$ cat src/rtl/mode_select.sv
// Push-button mode selector: debounced short presses step through five
// video modes, a long press returns to the first mode.

`ifndef MODE_1080p
`define MODE_1080p 8'h01
`endif
`ifndef MODE_1080i
`define MODE_1080i 8'h02
`endif
`ifndef MODE_720p
`define MODE_720p 8'h03
`endif
`ifndef MODE_480p
`define MODE_480p 8'h04
`endif
`ifndef MODE_480i
`define MODE_480i 8'h05
`endif

module mode_select #(
  parameter int DEBOUNCE_CYCLES   = 250000,
  parameter int LONG_PRESS_CYCLES = 50000000
) (
  input  logic       clock,
  input  logic       reset,
  input  logic       button,
  output logic [7:0] mode_out,
  output logic [2:0] mode_index,
  output logic       mode_changed
);

  localparam int DW = $clog2(DEBOUNCE_CYCLES) + 1;
  localparam int HW = $clog2(LONG_PRESS_CYCLES) + 1;

  localparam logic [DW-1:0] DB_LAST   = DW'(DEBOUNCE_CYCLES - 1);
  localparam logic [HW-1:0] HOLD_LONG = HW'(LONG_PRESS_CYCLES);
  localparam logic [HW-1:0] HOLD_MAX  = '1;

  typedef enum logic [1:0] {
    IDLE,
    PRESSED,
    WAIT_RELEASE
  } state_t;

  logic [1:0]    sync;
  logic          db_level;
  logic          db_prev;
  logic [DW-1:0] db_cnt;
  logic [HW-1:0] hold;
  logic [HW-1:0] hold_inc;
  logic [2:0]    next_index;
  logic          db_rise;
  logic          db_fall;
  state_t        state;

  always_ff @(posedge clock) begin
    if (reset) sync <= '0;
    else       sync <= {sync[0], button};
  end

  // Any sample that matches the held level restarts the stability count.
  always_ff @(posedge clock) begin
    if (reset) begin
      db_level <= 1'b0;
      db_cnt   <= '0;
    end else if (sync[1] == db_level) begin
      db_cnt <= '0;
    end else if (db_cnt == DB_LAST) begin
      db_level <= sync[1];
      db_cnt   <= '0;
    end else begin
      db_cnt <= db_cnt + 1'b1;
    end
  end

  always_ff @(posedge clock) begin
    if (reset) db_prev <= 1'b0;
    else       db_prev <= db_level;
  end

  assign db_rise = db_level & ~db_prev;
  assign db_fall = ~db_level & db_prev;

  assign hold_inc = (hold == HOLD_MAX) ? hold : hold + 1'b1;

  // Out-of-range indices fall back to the first mode.
  assign next_index = (mode_index >= 3'd4) ? 3'd0 : mode_index + 3'd1;

  always_ff @(posedge clock) begin
    if (reset) begin
      state        <= IDLE;
      hold         <= '0;
      mode_index   <= 3'd0;
      mode_changed <= 1'b0;
    end else begin
      mode_changed <= 1'b0;
      unique case (state)
        IDLE: begin
          if (db_rise) begin
            state <= PRESSED;
            hold  <= '0;
          end
        end
        PRESSED: begin
          if (db_fall) begin
            state <= IDLE;
            if (hold < HOLD_LONG) begin
              mode_index   <= next_index;
              mode_changed <= 1'b1;
            end
          end else if (db_level) begin
            hold <= hold_inc;
            if (hold_inc == HOLD_LONG) begin
              state <= WAIT_RELEASE;
              if (mode_index != 3'd0) begin
                mode_index   <= 3'd0;
                mode_changed <= 1'b1;
              end
            end
          end
        end
        WAIT_RELEASE: begin
          if (db_fall) state <= IDLE;
        end
        default: state <= IDLE;
      endcase
    end
  end

  always_comb begin
    mode_out = `MODE_1080p;
    case (mode_index)
      3'd0:    mode_out = `MODE_1080p;
      3'd1:    mode_out = `MODE_1080i;
      3'd2:    mode_out = `MODE_720p;
      3'd3:    mode_out = `MODE_480p;
      3'd4:    mode_out = `MODE_480i;
      default: mode_out = `MODE_1080p;
    endcase
  end

endmodule

$ cat config.mk
export PLATFORM = sky130hd
export DESIGN_NAME = mode_select
export DESIGN_NICKNAME = d
export VERILOG_FILES = /design/src/rtl/mode_select.sv
export SDC_FILE = /design/constraint.sdc
export NUM_CORES = 1
export LEC_CHECK = 0
export CORE_ASPECT_RATIO = 0.5
export CORE_MARGIN = 5
export CORE_UTILIZATION = 60
export CTS_CLUSTER_DIAMETER = 100
export DETAILED_ROUTE_END_ITERATION = 7
export DONT_BUFFER_PORTS = 1
export PLACE_DENSITY = 0.77
export SLEW_MARGIN = 10
export SYNTH_ARGS = -nofsm -noshare
export SYNTH_HDL_FRONTEND = slang
export SYNTH_SLANG_ARGS = --single-unit
$ cat constraint.sdc
create_clock -name clock -period 4.3 [get_ports clock]
set_clock_uncertainty 0.1 [all_clocks]
set_input_delay 0.645 -clock clock [delete_from_list [all_inputs] [get_ports clock]]
set_output_delay 0.645 -clock clock [all_outputs]
set_load 0.05 [all_outputs]
==> summary.md <==
| Metric | Value |
|---|---|
| Synth Instances | 425 |
| Number of gates resized after CTS | 0 |
| Leak Pwr | 0.00103 µW |
| NumNets Final | 417 |
| Max incr delay on CP | 0.56 ns |
| Synth area leader | dfxtp_1 |
| All-Layer GR Usage | 0.218 |
| Max cap viols | 0 |
| R2R depth | 9 |
| Main synth FF type | dfxtp_1 |
| Worst-Skew Late Latency | 0.32 ns |
| Synth Register Bits | 56 |
| Final worst-path cycle share | 0.821 |
| Final Critical Period | 3.53 ns |
| Flop pwr share | 0.610 |
| Yosys cell types | 58 |
| Root Driver | clkbuf_8 |
| Worst min path class | in -> reg |
| Initial Util | 0.610 |
| Int Power | 655 µW |
| Fmax | 283 MHz |
| Count leader, synth | nor2_1 |
| Final Max Slew Viols | 0 |
| Number of antenna violations at the first check in global routing | 0 |
| # hold bufs at CTS | 0 |
| CP max-delay cell | or4_4 |
| Vias per inst | 6.28 |
| DRC viols | 0 |
| RePlAce Congestion | 0.944 |
| Syn_area_per_cell | 7.75 µm² |
| DR iter-0 viols | 438 |
| R2r setup slk | 0.77 ns |
| Worst Tran Pin Value | 0.941 ns |
| Synthesis Warnings | 0 |
| Hold Crit Depth | 1 |
| Pwr Density | 256 nW/µm² |
| Vias in the first global route | 2772 |
| First-pass GRT wire length | 12800 µm |
| CTS clk-pin slew, worst paths | 0.10 ns |
| RSZ-0062 raised after global routing | no |
| Post-synth ARST share | 0 |
| Final Setup Violations | 0 |
| Cell row count | 19 |
| Status | completed |
| Sw frac | 0.240 |
| Final Power | 862 µW |
| Reg2reg end | state[0] |
| Area Overhead vs Synth | 2.24% |
| Final hold viol count | 0 |
| Hold endpoint | hold[7] |
| Overall die area | 7160 µm² |
| CP Data Arrival Time | 3.63 ns |
| Total CTS buffers | 5 |
| Reg2reg start | hold[0] |
| Worst VDD drop | 0.206 mV |
| Share of the synthesized area in the top cell type | 0.341 |
| Clk buf depth | 2 |
| Routed len/inst | 15.6 µm |
| Hold path startpoint | reset |
| Htree depth | 2 |
| Min Hold Slack | 0.276 ns |
| Critical Path Source | hold[0] |
| DRT antenna net count | 0 |
| Die Wd | 115 µm |
| Clk sinks | 56 |
| Grt total ovfl | 0 |
| Sequential fraction of the synthesis area | 0.341 |
| Buffers inserted by post-CTS timing repair | 0 |
| Ratio of cells with drive above 1 in the final layout | 0.0538 |
| CP endpoint kind | register |
| Synth top area cells | dfxtp_1 34%, nor2_1 7.2%, nand2_1 4.2% |
| Antenna cells | 0 |
| Largest net degree at the start of global routing | 41 |
| Worst setup SP type | register |
| Clock share of power | 0.358 |
| Overall routed net length | 7510 µm |
| IO buf count | 0 |
| WS Path Type | reg -> reg |
| CTS tree | built |
| Crit-path cells | ha_1 -> nand3_2 -> nor4_4 -> nand3_1 -> and2_4 -> xnor2_1 -> or4_4 -> nor3_1 -> o22ai_1 |
| Switching power | 206 µW |
| Placed wire-length estimate | 5220 µm |
| Top post-synthesis cells by count | 63 x nor2_1, 56 x dfxtp_1, 37 x nand2_1 |
| Gate power share | 0.032 |
| Sum Neg Setup Slack | 0 ns |
| EDFF count, synth | 0 |
| Die height | 62.4 µm |
| Via count | 3027 |
| Critical Path RT | 4.40 ns |
| Core footprint | 5400 µm² |
| Netlist Area Pre-Place | 3290 µm² |
| Pre-antenna DRT Iters | 5 |
| Slew margin rel. | 0.369 |
| Critical-path maximum fanout | 8 |
| I/O pin total | 15 |
[critical path, delay by kind of cell, from the launching register on]
family | cells | cell delay, ns
compound gates | 1 | 0.15
xor+xnor | 1 | 0.12
fa+ha+maj | 1 | 0.30
flops | 1 | 0.45
simple gates | 6 | 2.28
[cell families after synthesis]
kind of cell / share of synthesized area
AO/OA/AOI/OAI: 0.176
AND/OR/NAND/NOR: 0.342
multiplexers: 0.00950
adder cells (fa/ha/maj): 0.0228
flip-flops: 0.341
XOR/XNOR: 0.0612
other: 0.00114
buffers and inverters: 0.0464
[power by group through the flow]
stage               Clock, µW  Combinational (µW)  Sequential [µW]
floorplan                   0                33.6              538
global placement            0                27.2              538
finish                    308                27.6              526
CTS                       317                27.6              526
detailed placement          0                27.6              538
global route              343                29.8              527
[how the worst max path moves through the flow]
stage                     to  slack [ns]  cells past startpoint
3_3_place_gp    mode_changed        1.04                      9
4_1_cts         mode_changed        0.84                      9
2_1_floorplan   mode_changed        1.24                      9
5_1_grt        mode_index[1]        0.55                      9
6_report            state[0]        0.77                      9
3_5_place_dp        state[0]        0.87                      9
[layout make-up]
class,instances,area [µm²]
clock buffers,6,82.6
clock inverters,2,15.0
fillers,482,2030
inverters,6,22.5
multi-input cells,339,2030
flip-flops and latches,56,1120
well taps,73,91.3
[state kept, by name, indices dropped and copies added (netlist names)]
| name | count |
|---|---|
| state | 2 |
| mode_changed | 1 |
| sync | 2 |
| hold | 27 |
| db_level | 1 |
| mode_index | 3 |
| db_prev | 1 |
| db_cnt | 19 |
[per-stage QoR]
| step | setup WS (ns) | utilization | cell area, µm² | std cells |
|---|---|---|---|---|
| after global placement | 1.04 | 0.606 | 3270 | 474 |
| final | 0.768 | 0.624 | 3370 | 482 |
| after CTS | 0.836 | 0.624 | 3370 | 482 |
| after detailed placement | 0.873 | 0.606 | 3270 | 474 |
| after floorplan | 1.24 | - | 3310 | 429 |
| after global routing | 0.550 | 0.624 | 3370 | 482 |
[per-layer routing]
layer  global-route usage  up-vias  wire [µm]
met4               0.0761        0        132
li1                     -     1492          -
met1                0.288     1411       3490
met3               0.0580       14        591
met2                0.343      110       3300
met5                    0        -          0
[layout by cell type (no fill, tap or decap), types with 9 or more instances in the layout]
master,Yosys,layout
nor2_1,63,63
dfxtp_1,56,56
nand2_1,37,37
a21oi_1,27,27
nand3_1,25,25
o21ai_0,23,22
nor3_1,13,13
xnor2_1,12,12
a311oi_1,12,12
and3_1,11,11
nand4_1,11,11
xor2_1,11,11
a31oi_1,9,9
Power figures use the tool's default switching activity.
